`src/rtl/seq_arb_pkg.sv`:
```
// Shared types and defaults for the round-robin "101" detector arbiter.
// Holds the controller state enum, the core state encoding and the core next-state helper.
package seq_arb_pkg;

  localparam int DEF_NREQ        = 4;
  localparam int DEF_CNT_W       = 8;
  localparam int DEF_TIMEOUT_CYC = 16;

  typedef enum logic [2:0] {
    S_IDLE   = 3'd0,
    S_ARB    = 3'd1,
    S_CLR    = 3'd2,
    S_RUN    = 3'd3,
    S_DRAIN  = 3'd4,
    S_REPORT = 3'd5
  } ctrl_state_e;

  // The encoding is Gray-ordered along the A->B->C->D match path.
  typedef enum logic [1:0] {
    CORE_A = 2'b00,
    CORE_B = 2'b01,
    CORE_C = 2'b11,
    CORE_D = 2'b10
  } core_state_e;

  function automatic core_state_e core_next(input core_state_e cur, input logic din);
    core_state_e nxt;
    case (cur)
      CORE_A:  nxt = din ? CORE_B : CORE_A;
      CORE_B:  nxt = din ? CORE_B : CORE_C;
      CORE_C:  nxt = din ? CORE_D : CORE_A;
      CORE_D:  nxt = din ? CORE_B : CORE_C;
      default: nxt = CORE_A;
    endcase
    return nxt;
  endfunction

endpackage

```
`src/rtl/seq_detect_arbiter_if.sv`:
```
// Requester-side bundle of the arbiter: per-requester streams in, grant and report out.
interface seq_detect_arbiter_if
  import seq_arb_pkg::*;
#(
  parameter int NREQ  = DEF_NREQ,
  parameter int CNT_W = DEF_CNT_W
);
  localparam int IDW = $clog2(NREQ);

  logic [NREQ-1:0]  req;
  logic [NREQ-1:0]  bit_in;
  logic [NREQ-1:0]  bit_valid;
  logic [NREQ-1:0]  bit_last;
  logic [NREQ-1:0]  gnt;
  logic             busy;
  logic             done;
  logic [IDW-1:0]   done_id;
  logic [CNT_W-1:0] match_cnt;
  logic             aborted;

  modport master (
    output req, bit_in, bit_valid, bit_last,
    input  gnt, busy, done, done_id, match_cnt, aborted
  );

  modport slave (
    input  req, bit_in, bit_valid, bit_last,
    output gnt, busy, done, done_id, match_cnt, aborted
  );

endinterface

```
`src/rtl/seq_detect_core.sv`:
```
// Shared 2-bit Moore "101" detector; advances only when en is high, hit while in D.
module seq_detect_core
  import seq_arb_pkg::*;
(
  input  logic clk,
  input  logic reset,
  input  logic clr,
  input  logic en,
  input  logic din,
  output logic hit
);

  core_state_e state_q;
  core_state_e state_d;

  // Next detector state for the incoming bit.
  always_comb begin
    state_d = core_next(state_q, din);
  end

  // Detector state register; clear has priority over a qualified bit.
  always_ff @(posedge clk) begin
    if (reset) begin
      state_q <= CORE_A;
    end else if (clr) begin
      state_q <= CORE_A;
    end else if (en) begin
      state_q <= state_d;
    end else begin
      state_q <= state_q;
    end
  end

  assign hit = (state_q == CORE_D);

endmodule

```
`src/rtl/seq_detect_arbiter.sv`:
```
// Round-robin owner of one shared "101" detector; counts hits per burst and reports them.
// Optional idle-bit timeout is compiled in with SEQ_ARB_TIMEOUT_EN.
module seq_detect_arbiter
  import seq_arb_pkg::*;
#(
  parameter int NREQ        = DEF_NREQ,
  parameter int CNT_W       = DEF_CNT_W,
  parameter int TIMEOUT_CYC = DEF_TIMEOUT_CYC
) (
  input logic           clk,
  input logic           reset,
  seq_detect_arbiter_if.slave bus
);

  localparam int IDW = $clog2(NREQ);
  localparam logic [CNT_W-1:0] CNT_MAX = {CNT_W{1'b1}};
  localparam logic [NREQ-1:0]  GNT_ONE = NREQ'(1);
  localparam logic [IDW-1:0]   LAST_ID = IDW'(NREQ - 1);

  if (NREQ < 2 || NREQ > 8 || TIMEOUT_CYC < 1) begin : g_param_check
    $error("seq_detect_arbiter: parameter out of range");
  end

  ctrl_state_e      state_q;
  logic [NREQ-1:0]  gnt_q;
  logic [IDW-1:0]   gidx_q;
  logic [IDW-1:0]   rr_ptr_q;
  logic             busy_q;
  logic             done_q;
  logic [IDW-1:0]   done_id_q;
  logic [CNT_W-1:0] match_q;
  logic [CNT_W-1:0] cnt_q;
  logic [CNT_W-1:0] cnt_d;
  logic             adv_q;

  logic             pick_found_s;
  logic [IDW-1:0]   pick_idx_s;
  logic [IDW:0]     sum_s;
  logic             core_clr_s;
  logic             core_en_s;
  logic             core_din_s;
  logic             core_last_s;
  logic             core_hit_s;
  logic [IDW-1:0]   rr_next_s;

`ifdef SEQ_ARB_TIMEOUT_EN
  localparam int TMR_W = $clog2(TIMEOUT_CYC + 1);
  logic [TMR_W-1:0] tmr_q;
  logic             abort_q;
`endif

  assign core_clr_s  = (state_q == S_CLR);
  assign core_en_s   = (state_q == S_RUN) && bus.bit_valid[gidx_q];
  assign core_din_s  = bus.bit_in[gidx_q];
  assign core_last_s = bus.bit_last[gidx_q];
  assign rr_next_s   = (gidx_q == LAST_ID) ? {IDW{1'b0}} : gidx_q + IDW'(1);

  seq_detect_core u_core (
    .clk   (clk),
    .reset (reset),
    .clr   (core_clr_s),
    .en    (core_en_s),
    .din   (core_din_s),
    .hit   (core_hit_s)
  );

  // First asserted request at or after the round-robin pointer, wrapping.
  always_comb begin
    pick_found_s = 1'b0;
    pick_idx_s   = {IDW{1'b0}};
    sum_s        = {(IDW + 1){1'b0}};
    for (int k = 0; k < NREQ; k++) begin
      sum_s = {1'b0, rr_ptr_q} + (IDW + 1)'(k);
      if (sum_s >= (IDW + 1)'(NREQ)) begin
        sum_s = sum_s - (IDW + 1)'(NREQ);
      end else begin
        sum_s = sum_s;
      end
      if (!pick_found_s && bus.req[sum_s[IDW-1:0]]) begin
        pick_found_s = 1'b1;
        pick_idx_s   = sum_s[IDW-1:0];
      end else begin
        pick_found_s = pick_found_s;
      end
    end
  end

  // A hit counts once, on the cycle after the valid bit that moved the core into D.
  always_comb begin
    if (state_q == S_CLR) begin
      cnt_d = {CNT_W{1'b0}};
    end else if (core_hit_s && adv_q && (cnt_q != CNT_MAX)) begin
      cnt_d = cnt_q + CNT_W'(1);
    end else begin
      cnt_d = cnt_q;
    end
  end

  // Controller FSM with registered grant and report outputs.
  always_ff @(posedge clk) begin
    if (reset) begin
      state_q   <= S_IDLE;
      gnt_q     <= {NREQ{1'b0}};
      gidx_q    <= {IDW{1'b0}};
      rr_ptr_q  <= {IDW{1'b0}};
      busy_q    <= 1'b0;
      done_q    <= 1'b0;
      done_id_q <= {IDW{1'b0}};
      match_q   <= {CNT_W{1'b0}};
      cnt_q     <= {CNT_W{1'b0}};
      adv_q     <= 1'b0;
`ifdef SEQ_ARB_TIMEOUT_EN
      tmr_q     <= {TMR_W{1'b0}};
      abort_q   <= 1'b0;
`endif
    end else begin
      cnt_q  <= cnt_d;
      adv_q  <= core_en_s;
      done_q <= 1'b0;
      case (state_q)
        S_IDLE: begin
          if (|bus.req) begin
            state_q <= S_ARB;
            busy_q  <= 1'b1;
          end else begin
            state_q <= S_IDLE;
          end
        end
        S_ARB: begin
          if (pick_found_s) begin
            gnt_q   <= GNT_ONE << pick_idx_s;
            gidx_q  <= pick_idx_s;
            state_q <= S_CLR;
          end else begin
            state_q <= S_IDLE;
            busy_q  <= 1'b0;
          end
        end
        S_CLR: begin
          state_q <= S_RUN;
`ifdef SEQ_ARB_TIMEOUT_EN
          tmr_q   <= {TMR_W{1'b0}};
`endif
        end
        S_RUN: begin
          if (core_en_s && core_last_s) begin
            state_q <= S_DRAIN;
`ifdef SEQ_ARB_TIMEOUT_EN
          end else if (!core_en_s && (tmr_q == TMR_W'(TIMEOUT_CYC - 1))) begin
            state_q   <= S_REPORT;
            done_q    <= 1'b1;
            done_id_q <= gidx_q;
            match_q   <= cnt_d;
            abort_q   <= 1'b1;
`endif
          end else begin
            state_q <= S_RUN;
          end
`ifdef SEQ_ARB_TIMEOUT_EN
          tmr_q <= core_en_s ? {TMR_W{1'b0}} : tmr_q + TMR_W'(1);
`endif
        end
        S_DRAIN: begin
          state_q   <= S_REPORT;
          done_q    <= 1'b1;
          done_id_q <= gidx_q;
          match_q   <= cnt_d;
`ifdef SEQ_ARB_TIMEOUT_EN
          abort_q   <= 1'b0;
`endif
        end
        S_REPORT: begin
          state_q  <= S_IDLE;
          gnt_q    <= {NREQ{1'b0}};
          busy_q   <= 1'b0;
          rr_ptr_q <= rr_next_s;
        end
        default: begin
          state_q <= S_IDLE;
          gnt_q   <= {NREQ{1'b0}};
          busy_q  <= 1'b0;
        end
      endcase
    end
  end

  assign bus.gnt       = gnt_q;
  assign bus.busy      = busy_q;
  assign bus.done      = done_q;
  assign bus.done_id   = done_id_q;
  assign bus.match_cnt = match_q;
`ifdef SEQ_ARB_TIMEOUT_EN
  assign bus.aborted   = abort_q;
`else
  assign bus.aborted   = 1'b0;
`endif

endmodule
```
`src/flat_wrapper.sv`:
```
// flat-port wrapper written by rule: the top's interface ports become plain ports
module seq_detect_arbiter_flat import seq_arb_pkg::*;
#(
  parameter int NREQ        = DEF_NREQ,
  parameter int CNT_W       = DEF_CNT_W,
  parameter int TIMEOUT_CYC = DEF_TIMEOUT_CYC
)
  (clk, reset, bus_req, bus_bit_in, bus_bit_valid, bus_bit_last, bus_gnt, bus_busy, bus_done, bus_done_id, bus_match_cnt, bus_aborted);
  seq_detect_arbiter_if #(.NREQ(NREQ), .CNT_W(CNT_W)) bus_i ();
  input logic clk;
  input logic reset;
  input wire logic [$bits(bus_i.req)-1:0] bus_req;
  input wire logic [$bits(bus_i.bit_in)-1:0] bus_bit_in;
  input wire logic [$bits(bus_i.bit_valid)-1:0] bus_bit_valid;
  input wire logic [$bits(bus_i.bit_last)-1:0] bus_bit_last;
  output wire logic [$bits(bus_i.gnt)-1:0] bus_gnt;
  output wire logic [$bits(bus_i.busy)-1:0] bus_busy;
  output wire logic [$bits(bus_i.done)-1:0] bus_done;
  output wire logic [$bits(bus_i.done_id)-1:0] bus_done_id;
  output wire logic [$bits(bus_i.match_cnt)-1:0] bus_match_cnt;
  output wire logic [$bits(bus_i.aborted)-1:0] bus_aborted;
  assign bus_i.req = bus_req;
  assign bus_i.bit_in = bus_bit_in;
  assign bus_i.bit_valid = bus_bit_valid;
  assign bus_i.bit_last = bus_bit_last;
  assign bus_gnt = bus_i.gnt;
  assign bus_busy = bus_i.busy;
  assign bus_done = bus_i.done;
  assign bus_done_id = bus_i.done_id;
  assign bus_match_cnt = bus_i.match_cnt;
  assign bus_aborted = bus_i.aborted;
  seq_detect_arbiter #(.NREQ(NREQ), .CNT_W(CNT_W), .TIMEOUT_CYC(TIMEOUT_CYC)) u_core (.clk(clk), .reset(reset), .bus(bus_i));
endmodule
```
`config.mk`:
```
export PLATFORM = sky130hd
export DESIGN_NAME = seq_detect_arbiter_flat
export DESIGN_NICKNAME = d
export VERILOG_FILES = /design/src/rtl/seq_arb_pkg.sv /design/src/rtl/seq_detect_arbiter_if.sv /design/src/rtl/seq_detect_core.sv /design/src/rtl/seq_detect_arbiter.sv /design/src/flat_wrapper.sv
export SDC_FILE = /design/constraint.sdc
export NUM_CORES = 1
export LEC_CHECK = 0
export CORE_ASPECT_RATIO = 1.25
export CORE_MARGIN = 4
export CORE_UTILIZATION = 45
export CTS_BUF_LIST = sky130_fd_sc_hd__clkbuf_8 sky130_fd_sc_hd__clkbuf_16
export CTS_CLUSTER_DIAMETER = 200
export CTS_CLUSTER_SIZE = 10
export DETAILED_ROUTE_END_ITERATION = 12
export GPL_TIMING_DRIVEN = 0
export PLACE_DENSITY_LB_ADDON = 0.05
export REMOVE_ABC_BUFFERS = 1
export SLEW_MARGIN = 20
export SYNTH_ARGS = -nofsm -noshare
export SYNTH_HDL_FRONTEND = slang
export SYNTH_HIERARCHICAL = 1
export SYNTH_SLANG_ARGS = --single-unit
```
`constraint.sdc`:
```
create_clock -name clk -period 1.4 [get_ports clk]
set_input_delay 0.14 -clock clk [delete_from_list [all_inputs] [get_ports clk]]
set_output_delay 0.14 -clock clk [all_outputs]
set_load 0.01 [all_outputs]
```
=== After elaboration in Yosys (flattened, before gate mapping) ===
Index checks and enable logic that the tools add are counted.

* Bits in registers: 34
* Output and inout bits: 17
* Logic and storage cells: 108

* Add/subtract/negate cells: 9
* Order comparisons: 9
* Equality and inequality tests: 13
* Shift operators: 1
* Multiplexer cells: 43
* Bitwise operators: 2
* Reduce and logical (&&, ||, !) cells: 20

{| class="wikitable"
|+ Operator list
! kind !! count
|-
| two-way mux 2 bit || 12
|-
| two-way mux 1 bit || 16
|-
| two-way mux 8 bit || 2
|-
| less-than comparator 2 x 3 -> 1 bit, second input constant || 5
|-
| case mux 3 bit (5 select lines) || 1
|-
| binary-select mux 1 bit (select 2 bit) || 7
|-
| >= comparator 3 bit, second input constant || 3
|-
| adder 8 x 1 -> 8 bit, second input constant || 1
|-
| != test 8 bit, second input constant || 1
|-
| case mux 4 bit (2 select lines) || 1
|-
| OR reduction 4 bit || 2
|-
| subtractor 2 x 1 -> 2 bit, second input constant || 4
|-
| logical AND 1 bit || 7
|-
| adder 2 x 2 -> 3 bit, second input constant || 2
|-
| equality test 2 bit, second input constant || 3
|-
| equality test 3 x 2 -> 1 bit, second input constant || 2
|-
| equality test 3 bit, second input constant || 2
|-
| case mux 2 bit (3 select lines) || 1
|-
| two-way mux 4 bit || 1
|-
| != test 2 x 1 -> 1 bit, second input constant || 2
|-
| AND reduction 2 bit || 2
|-
| OR reduction 2 bit || 2
|-
| << shifter 1 x 2 -> 4 bit, first input constant || 1
|-
| adder 2 x 1 -> 3 bit, second input constant || 1
|-
| 13 further kinds || 16
|}

=== Depth between registers and ports, before layout ===
Gate-level depths: netlist of the first run.

* Word-level depth: 17
* Mapped depth: 6
* Depth with buffers taken out: 6

=== Hierarchy ===
Netlist of the first run, hierarchy kept.

{| class="wikitable"
|+ By module, submodules not included
! module !! instances !! cells each !! area an instance (um2) !! sequential area each (um2)
|-
| seq_detect_arbiter || 1 || 165 || 1503.9 || 640.6
|-
| seq_detect_core || 1 || 13 || 142.6 || 40.0
|}

=== Worst setup path after synthesis of the first run ===
Ideal clock, no wire load.

* Path kind: register to register
* From: reg u_core.gidx_q[0]
* To: reg u_core.u_core.state_q[1]
* Data arrival time: 1462 ps
* Setup slack: -165 ps
* Stages on the path, launching flop included: 4
* Buffers on the path: 0
* Clock period less this slack: 1565 ps
* Cell sequence: dfxtp_1 mux4_2 mux2i_1 a2111oi_2

* Word-level cells in the longest chain between the ends: 4
* Elaborated cells on any way between the ends: 8

{| class="wikitable"
|+ RTL lines
! element !! RTL line !! text
|-
| start: declaration || seq_detect_arbiter.sv:26 || <nowiki>logic [IDW-1:0] gidx_q;</nowiki>
|-
| start signal: assignment || seq_detect_arbiter.sv:104 || <nowiki>gidx_q <= {IDW{1'b0}};</nowiki>
|-
| start signal: assignment || seq_detect_arbiter.sv:132 || <nowiki>gidx_q <= pick_idx_s;</nowiki>
|-
| binary-select mux 1 bit (select 2 bit) * || seq_detect_arbiter.sv:54 || <nowiki>assign core_din_s = bus.bit_in[gidx_q];</nowiki>
|-
| two-way mux 1 bit (implied by the code) * || seq_detect_arbiter.sv:54 ||
|-
| named net u_core.core_din_s || seq_detect_arbiter.sv:41 || <nowiki>logic core_din_s;</nowiki>
|-
| two-way mux 2 bit, on equally long branches || seq_arb_pkg.sv:30, seq_arb_pkg.sv:32, seq_arb_pkg.sv:31 ||
|-
| case mux 2 bit (3 select lines) * || seq_arb_pkg.sv:28 || <nowiki>case (cur)</nowiki>
|-
| end signal: assignment || seq_detect_core.sv:28 || <nowiki>state_q <= state_d;</nowiki>
|-
| end signal: assignment || seq_detect_core.sv:30 || <nowiki>state_q <= state_q;</nowiki>
|-
| end: declaration || seq_detect_core.sv:13 || <nowiki>core_state_e state_q;</nowiki>
|}

The timed path passes the listed nets; every way through them passes the cells marked *. The select of a mux whose other input is x is not followed.
A chain may end at the register's enable or synchronous reset.

=== Worst setup path after layout of the first run ===
* From: reg u_core.gidx_q[0]
* To: reg u_core.u_core.state_q[1]

* Elaborated cells on any way between the ends: 8

{| class="wikitable"
|+ RTL lines
! element !! RTL line !! text
|-
| binary-select mux 1 bit (select 2 bit) || seq_detect_arbiter.sv:53 || <nowiki>assign core_en_s = (state_q == S_RUN) && bus.bit_valid[gidx_q];</nowiki>
|-
| two-way mux 1 bit (implied by the code) || seq_detect_arbiter.sv:53 ||
|-
| logical AND 1 bit || seq_detect_arbiter.sv:53 ||
|-
| named net u_core.core_en_s || seq_detect_arbiter.sv:40 || <nowiki>logic core_en_s;</nowiki>
|}

The timed path passes the listed nets, and every way through them passes these cells. The select of a mux whose other input is x is not followed.

==> reports/results.ini, run 1 <==
[setup_path]
cp_data_arrival_time_ns=1.73
worstSetupEndpointType=flop
crit_type=flop to flop
start_kind=flop
crit_required_ns=1.58
cp_max_fo=4

[final_layout]
n_antenna_cell=0
multiInputGateArea_um2=1090
final-seq-area_um2=706
fill_cells=281
layout-drive-gt1-share_pct=33.5
area_growth_pct=46.2
post-route-util_pct=68.5
fin_area_um2=2410
fin_nets=246

[place]
dpl_cell_area_um2=2000
hpwlAfterDp_um=2770
place.port_buffers=33
gp_congestion=0.830

[synthesis]
synthesis.area_um2=1650
synth_seq_cells=34
synth_edf_count=0
synth.yosys.seq_area_share_pct=41.3
synth_ff_type=dfxtp_1
netlist_instances=178
syn_area_per_cell_um2=9.25
yosysWarnings=6
synth_area_leaders=dfxtp_1 (41%), nand2_1 (4.6%), nor2_1 (4.3%), mux4_2 (4.1%), ha_1 (3.8%)
yosysTopAreaCellShare_pct=41.3
async_flop_share_pct=0
yosysTopAreaCell=dfxtp_1
synth_cell_types=47

[pwr]
p_seq_share_pct=39.8
p_comb_share_pct=23.9
peakVddDrop_uv=1030
power_density_nw_per_um2=1250
total_power_mw=3.01
p_sw_uw=878
p_leak_nw=0.849
pwr-share-clk_pct=36.3
swShare_pct=29.2
p_int_mw=2.13

[floorplan]
die_w_um=62.1
die_area_um2=4700
coreArea_um2=3510
die_h_um=75.6
ioPinCount=35
start_util_pct=46.9
rows=24

[sta]
skew_ns=0.00793
finalCriticalPeriod_ns=1.55
slew_headroom_pct=58.8
finalSetupViolations=8
fmax_ghz=0.645
hold-worst-slack_ns=0.434
finalHoldViolCount=0
fin_crit_sh_pct=111
setup_slack_ns=-0.151
worst_pin_slew_ns=0.617
slew_violations=0
rsz0062_at_grt=yes

[detailed_routing]
wl_um=3990
drt-pass1-iter-count=4
drtAntennaViolNets=0
wl_per_cell_um=15.2
drtIter0Drc=35
vias=1476
vias_per_cell=5.61
route.detailed.drc=0

[clocking]
ctsHoldBuffers=0
insertion_delay_ns=0.29
h-tree-depth=2
max-clock-path-buffers=2
cts_buffers=5
root_buffer=clkbuf_8
path_clk_slew_ns=0.07
clock_sinks=34
cts_tree=yes

[worst_hold_path]
hold_path.class=input port to flop

[grt]
grt_use_total_pct=17.7
grt-ovfl-total=0
antenna_found_initial=0
grt_first_pass_wirelength_um=6530
grt_max_degree=26
grt_pass1_vias=1504

[status]
violations=negative setup slack
outcome=finished, violations left

[run]
cap_violations=0

registers in the layout, summed over array words and instances, names as in the netlist:
register               cells
u_core/adv_q               1
u_core/bus.done            1
u_core/bus.gnt             4
u_core/cnt_q               8
u_core/bus.done_id         2
u_core/u_core/state_q      2
u_core/state_q             3
u_core/bus.match_cnt       8
u_core/bus.busy            1
u_core/gidx_q              2
u_core/rr_ptr_q            2
synth_stat cells, drive strengths merged (2+ instances only):
cell type,number
o21ai,9
nor2,19
mux4,3
a2111oi,2
inv,5
buf,4
o31ai,2
a31o,2
or3,2
ha,5
a311o,2
and4,2
xnor2,2
a21oi,10
o211ai,6
nand4,2
dfxtp,34
nor2b,3
nand3,6
mux2i,4
a32o,2
nor3,4
o21a,2
clkbuf,2
nand2,20
a211oi,6
nand3b,2
nand2b,5
and3,3
per-stage QoR:
step                instances  setup WS [ns]  TNS [ns]
floorplan                 172         -0.165    -0.548
global placement          244         -0.499    -11.45
detailed placement        244         -0.535    -12.49
CTS                       260         -0.137    -0.679
global route              263         -0.232     -1.16
finish                    263         -0.151    -0.464
placed cells by master, fill, tap and decap left out, types with 3 or more instances in the layout:
cell and n:
a211oi_1 3, a21oi_1 10, buf_4 10, clkbuf_8 5, clkdlybuf4s50_1 28, dfxtp_1 18, dfxtp_2 14, dlygate4sd2_1 3
ha_1 3, inv_1 4, mux2i_1 3, mux4_2 3, nand2_1 18, nand2b_1 3, nand3_2 3, nor2_1 16
nor2b_1 3, o211ai_1 5, o21ai_0 6
cell type report:
cell class | instances | share of cell area (%)
clock inverter | 3 | 2.86
clock buffer | 5 | 2.86
sequential | 34 | 29.3
inverter | 5 | 0.780
timing repair buffer | 44 | 17.0
tap | 39 | 2.03
multi-input combinational | 133 | 45.1
power groups by stage:
stage	sequential, mW	combinational [mW]	clock [mW]
2_1_floorplan	1.17	0.362	0
4_1_cts	1.17	0.676	1.11
3_5_place_dp	1.18	0.582	0
3_3_place_gp	1.17	0.559	0
5_1_grt	1.21	0.779	1.16
6_report	1.20	0.719	1.09
cell families after synthesis:
group / after synthesis / synth area share, %
compound gates: 44 / 20.2
mux: 7 / 6.53
other cells: 1 / 0.228
buf+inv: 11 / 2.96
flops: 34 / 41.3
fa+ha+maj: 5 / 3.80
xor+xnor: 3 / 1.60
simple gates: 73 / 23.3
path summary, 6_finish.rpt:
| path | slack (ns) | depth (start not counted) | startpoint | end |
|---|---|---|---|---|
| hold / removal | 0.43 | 2 | reset | u_core/bus.match_cnt[7]$_SDFFE_PP0P_ |
| hold reg to reg | 0.45 | 2 | u_core/bus.gnt[3]$_SDFFE_PP0P_ | u_core/bus.gnt[3]$_SDFFE_PP0P_ |
| setup reg to reg | -0.15 | 4 | u_core/gidx_q[0]$_SDFFE_PP0P_ | u_core/u_core/state_q[1]$_SDFFE_PP0P_ |
| setup / recovery | -0.15 | 4 | u_core/gidx_q[0]$_SDFFE_PP0P_ | u_core/u_core/state_q[1]$_SDFFE_PP0P_ |
what timing repair did:
action	4_1_cts	5_1_grt
cloned	0	0
buffers inserted	8	3
pin swaps	10	18
resized for setup	29	33
endpoints found under the setup margin	33	32
worst max-delay path, stage by stage (launching register included):
cell,delay (ns)
dfxtp_4,0.39
mux4_2,0.55
nand2_4,0.10
nor2_4,0.06
a2111oi_4,0.34
per-layer routing:
layer	wire, um	up-vias	GRT usage, %
li1	-	740	-
met1	1570	703	17.9
met2	2240	29	33.8
met3	147	4	4.13
met4	36	0	10.1
met5	0	-	0
Power figures use the tool's default switching activity.
==> run 2: changes to the inputs <==
--- a/config.mk
+++ b/config.mk
@@ -5,8 +5,6 @@
 export SDC_FILE = /design/constraint.sdc
 export NUM_CORES = 1
 export LEC_CHECK = 0
-export CORE_ASPECT_RATIO = 1.25
-export CORE_MARGIN = 4
 export CORE_UTILIZATION = 45
 export CTS_BUF_LIST = sky130_fd_sc_hd__clkbuf_8 sky130_fd_sc_hd__clkbuf_16
 export CTS_CLUSTER_DIAMETER = 200
==> reports/results.ini, run 2 (synthesis results as in run 1) <==
[status]
outcome=finished, violations left
violations=negative setup slack

[detailed_routing]
drt-pass1-iter-count=4
vias=1435
vias_per_cell=5.44
route.detailed.drc=0
wl_um=3730
drtAntennaViolNets=0
drtIter0Drc=82
wl_per_cell_um=14.1

[floorplan]
die_h_um=62.5
start_util_pct=48.2
die_area_um2=3910
ioPinCount=35
rows=21
die_w_um=62.5
coreArea_um2=3420

[clocking]
path_clk_slew_ns=0.07
max-clock-path-buffers=2
cts_tree=yes
clock_sinks=34
cts_buffers=5
root_buffer=clkbuf_8
h-tree-depth=2
insertion_delay_ns=0.29
ctsHoldBuffers=0

[sta]
skew_ns=0.00656
hold-worst-slack_ns=0.429
slew_violations=0
finalSetupViolations=11
setup_slack_ns=-0.114
fin_crit_sh_pct=108
finalHoldViolCount=0
worst_pin_slew_ns=0.610
fmax_ghz=0.660
finalCriticalPeriod_ns=1.51
rsz0062_at_grt=yes
slew_headroom_pct=59.3

[final_layout]
final_common_cell=clkdlybuf4s50_1
fill_cells=282
layout-drive-gt1-share_pct=26.6
final_cells=264
area_growth_pct=37.5
fin_area_um2=2260
final-seq-area_um2=699
multiInputGateArea_um2=1040
fin_nets=241
n_antenna_cell=0
layout_common_cells=clkdlybuf4s50_1 (28), dfxtp_1 (23), nand2_1 (19)

[setup_path]
crit_type=flop to flop
worstSetupEndpointType=flop
cp_max_fo=4
start_kind=flop
crit_required_ns=1.59
cp_data_arrival_time_ns=1.70

[pwr]
power_density_nw_per_um2=1130
p_comb_share_pct=27.1
p_seq_share_pct=46.5
p_int_mw=1.73
swShare_pct=32.4
peakVddDrop_uv=726
pwr-share-clk_pct=26.4
p_sw_uw=833
p_leak_nw=0.781

[place]
dpl_cell_area_um2=2000
post-place-cells=251
place.port_buffers=33
hpwlAfterDp_um=2620
gp_congestion=0.763

[grt]
grt_max_degree=26
grt_use_total_pct=20.9
grt-ovfl-total=0
grt_first_pass_wirelength_um=6340
grt_pass1_vias=1390
antenna_found_initial=0

[worst_hold_path]
hold_path.class=input port to flop

[run]
cap_violations=0

-- run 2: metal layers --
metal	global-route usage (%)	wire length (um)	part of all wire [%]	vias up
li1	-	-	-	719
met1	27.4	1740	47	663
met2	32.9	1770	47	49
met3	5.11	166	4.4	4
met4	8.72	57	1.5	0
met5	0	0	0	-
-- run 2: layout make-up --
class / instances / share of cell area (%)
clock inverter: 2 / 0.442
inverter: 5 / 0.829
multi-input combinational: 133 / 46.0
clock buffer: 5 / 3.04
timing repair buffer: 39 / 16.3
sequential: 34 / 30.9
tap: 46 / 2.54
-- run 2: worst max-delay path, cell delays in order (launching register included) --
cell and delay [ns]:
dfxtp_4 0.39, mux4_2 0.55, nand2_4 0.10, nor2_4 0.05, a2111oi_4 0.32
-- run 2: per-stage QoR --
| step | power (mW) | setup slack, ns | util [%] | setup TNS (ns) |
|---|---|---|---|---|
| detailed placement | 1.75 | -0.568 | 58.7 | -13.15 |
| floorplan | 1.53 | -0.165 | - | -0.548 |
| finish | 2.57 | -0.114 | 66.3 | -0.716 |
| CTS | 2.52 | -0.138 | 63.7 | -0.677 |
| global placement | 1.74 | -0.508 | 58.7 | -11.44 |
| global route | 2.73 | -0.181 | 66.3 | -1.71 |
-- run 2: final timing paths --
check,end,depth (start not counted),startpoint,slack (ns)
worst max-delay path,u_core/u_core/state_q[1]$_SDFFE_PP0P_,4,u_core/gidx_q[0]$_SDFFE_PP0P_,-0.11
worst min-delay path,u_core/bus.match_cnt[7]$_SDFFE_PP0P_,2,reset,0.43
worst max register to register,u_core/u_core/state_q[1]$_SDFFE_PP0P_,4,u_core/gidx_q[0]$_SDFFE_PP0P_,-0.11
worst min register to register,u_core/bus.match_cnt[6]$_SDFFE_PP0P_,2,u_core/bus.match_cnt[6]$_SDFFE_PP0P_,0.46
-- run 2: power groups by stage --
stage | clock (mW) | sequential (mW) | combinational (mW)
2_1_floorplan | 0 | 1.17 | 0.362
3_3_place_gp | 0 | 1.17 | 0.563
3_5_place_dp | 0 | 1.18 | 0.578
4_1_cts | 0.704 | 1.17 | 0.644
5_1_grt | 0.757 | 1.21 | 0.760
6_report | 0.677 | 1.19 | 0.696
-- run 2: timing repair --
item | CTS | global route
hold endpoints to repair | 0 | 0
cloned | 0 | 0
pin swaps | 10 | 4
buffers inserted | 4 | 2
setup endpoints to repair | 32 | 26
gates resized for setup | 27 | 16
==> run 3: changes to the inputs <==
--- a/config.mk
+++ b/config.mk
@@ -13,6 +13,7 @@
 export GPL_TIMING_DRIVEN = 0
 export PLACE_DENSITY_LB_ADDON = 0.05
 export REMOVE_ABC_BUFFERS = 1
+export SKIP_CTS_REPAIR_TIMING = 1
 export SLEW_MARGIN = 20
 export SYNTH_ARGS = -nofsm -noshare
 export SYNTH_HDL_FRONTEND = slang
==> reports/results.ini, run 3 (synthesis results as in run 1) <==
[status]
outcome=finished, violations left
violations=negative setup slack

[setup_path]
start_kind=flop
crit_type=flop to flop
cp_max_fo=7
max_stage_delay_ns=0.54
crit_required_ns=1.52
cp_data_arrival_time_ns=1.68
cp.depth=5
crit_chain=mux4_2 -> nand2_2 -> nor2_4 -> nor2_1 -> a2111oi_4
r2r_setup_slack_ns=-0.16
critical_path_buf_inv_count=0
worstSetupEndpointType=flop
path_delay_family=multiplexers
rr_worst_depth=5
cp_slowest_cell=mux4_2
endpoint=u_core/u_core/state_q[1]$_SDFFE_PP0P_
rr_endpoint=u_core/u_core/state_q[1]$_SDFFE_PP0P_
critPathLaunch=u_core/gidx_q[0]$_SDFFE_PP0P_
r2r-start=u_core/gidx_q[0]$_SDFFE_PP0P_

[detailed_routing]
route.detailed.drc=0
drt-pass1-iter-count=4
drtIter0Drc=72
wl_um=3720
drtAntennaViolNets=0
vias=1449
wl_per_cell_um=14.1
vias_per_cell=5.51

[run]
cap_violations=0

[final_layout]
final_common_cell=clkdlybuf4s50_1
fin_nets=240
fin_area_um2=2250
n_antenna_cell=0
area_growth_pct=36.9
layout-drive-gt1-share_pct=24.4
layout_common_cells=clkdlybuf4s50_1 (28), dfxtp_1 (24), nand2_1 (19)

[sta]
setup_slack_ns=-0.162
rsz0062_at_grt=yes
slew_violations=0
fin_crit_sh_pct=112
tns_ns=-0.885
worst_pin_slew_ns=1.12
finalHoldViolCount=0
finalSetupViolations=11
slew_headroom_pct=25.3
skew_ns=0.00588
finalCriticalPeriod_ns=1.56
hold-worst-slack_ns=0.371
fmax_ghz=0.640

[place]
dpl_cell_area_um2=2000
hpwlAfterDp_um=2620
gp_congestion=0.763
pre_cts_slack_ns=-0.568
place.port_buffers=33

[grt]
grt_first_pass_wirelength_um=6130
grt_use_total_pct=20.2
grt_max_degree=26
grt-ovfl-total=0
antenna_found_initial=0
grt_pass1_vias=1361

[clocking]
path_clk_slew_ns=0.07
h-tree-depth=2
cts_tree=yes
cts_buffers=5
clock_sinks=34
insertion_delay_ns=0.29
max-clock-path-buffers=2
root_buffer=clkbuf_8

[worst_hold_path]
hold_path.class=input port to flop

[pwr]
peakVddDrop_uv=735
power_density_nw_per_um2=1130
p_leak_nw=0.808

[floorplan]
rows=21
ioPinCount=35
die_w_um=62.5
die_area_um2=3910
start_util_pct=48.2
die_h_um=62.5
coreArea_um2=3420

[run 3: final cells by class]
| type | instances | area, um^2 |
|---|---|---|
| clock inverters | 2 | 10.0 |
| inverters | 5 | 18.8 |
| clock buffers | 5 | 68.8 |
| well taps | 46 | 57.6 |
| multi-input cells | 133 | 1020 |
| fillers | 285 | 1160 |
| repair buffers | 38 | 380 |
| flip-flops and latches | 34 | 701 |
[run 3: worst min-delay path by stage]
stage / start / end / slack, ns / cells past startpoint
after floorplan: reset / u_core/bus.match_cnt[7]$_SDFFE_PP0P_ / 0.20 / 1
after global placement: u_core/bus.gnt[1]$_SDFFE_PP0P_ / u_core/bus.gnt[1]$_SDFFE_PP0P_ / 0.44 / 2
after detailed placement: u_core/bus.done_id[0]$_SDFFE_PP0P_ / u_core/bus.done_id[0]$_SDFFE_PP0P_ / 0.45 / 2
after CTS: u_core/bus.done_id[0]$_SDFFE_PP0P_ / u_core/bus.done_id[0]$_SDFFE_PP0P_ / 0.46 / 2
after global routing: bus_req[1] / u_core/gidx_q[1]$_SDFFE_PP0P_ / 0.40 / 4
final: bus_req[1] / u_core/gidx_q[1]$_SDFFE_PP0P_ / 0.37 / 4
[run 3: power by group]
part           internal, mW  total (mW)  switching, mW
clock network         0.333       0.682          0.349
registers              1.07        1.19          0.127
logic                 0.321       0.666          0.345
[run 3: layer usage]
metal  up-vias  part of all wire [%]  global-route usage (%)
met4         0                   1.5                    8.72
met2        52                    48                    32.1
met3         4                   5.1                    5.11
li1        718                     -                       -
met5         -                     0                       0
met1       675                    45                    26.0
[run 3: metrics by stage]
| stage | power, mW | cells | util (%) |
|---|---|---|---|
| after detailed placement | 1.75 | 251 | 58.7 |
| final | 2.54 | 263 | 66.0 |
| after CTS | 2.44 | 258 | 61.0 |
| after global routing | 2.70 | 263 | 66.0 |
| after global placement | 1.74 | 251 | 58.7 |
| after floorplan | 1.53 | 172 | - |
[run 3: worst min-delay path: stages]
cell            delay [ns]
dlymetal6s2s_1        0.16
nor2_1                0.10
o211ai_1              0.16
a21oi_1               0.06
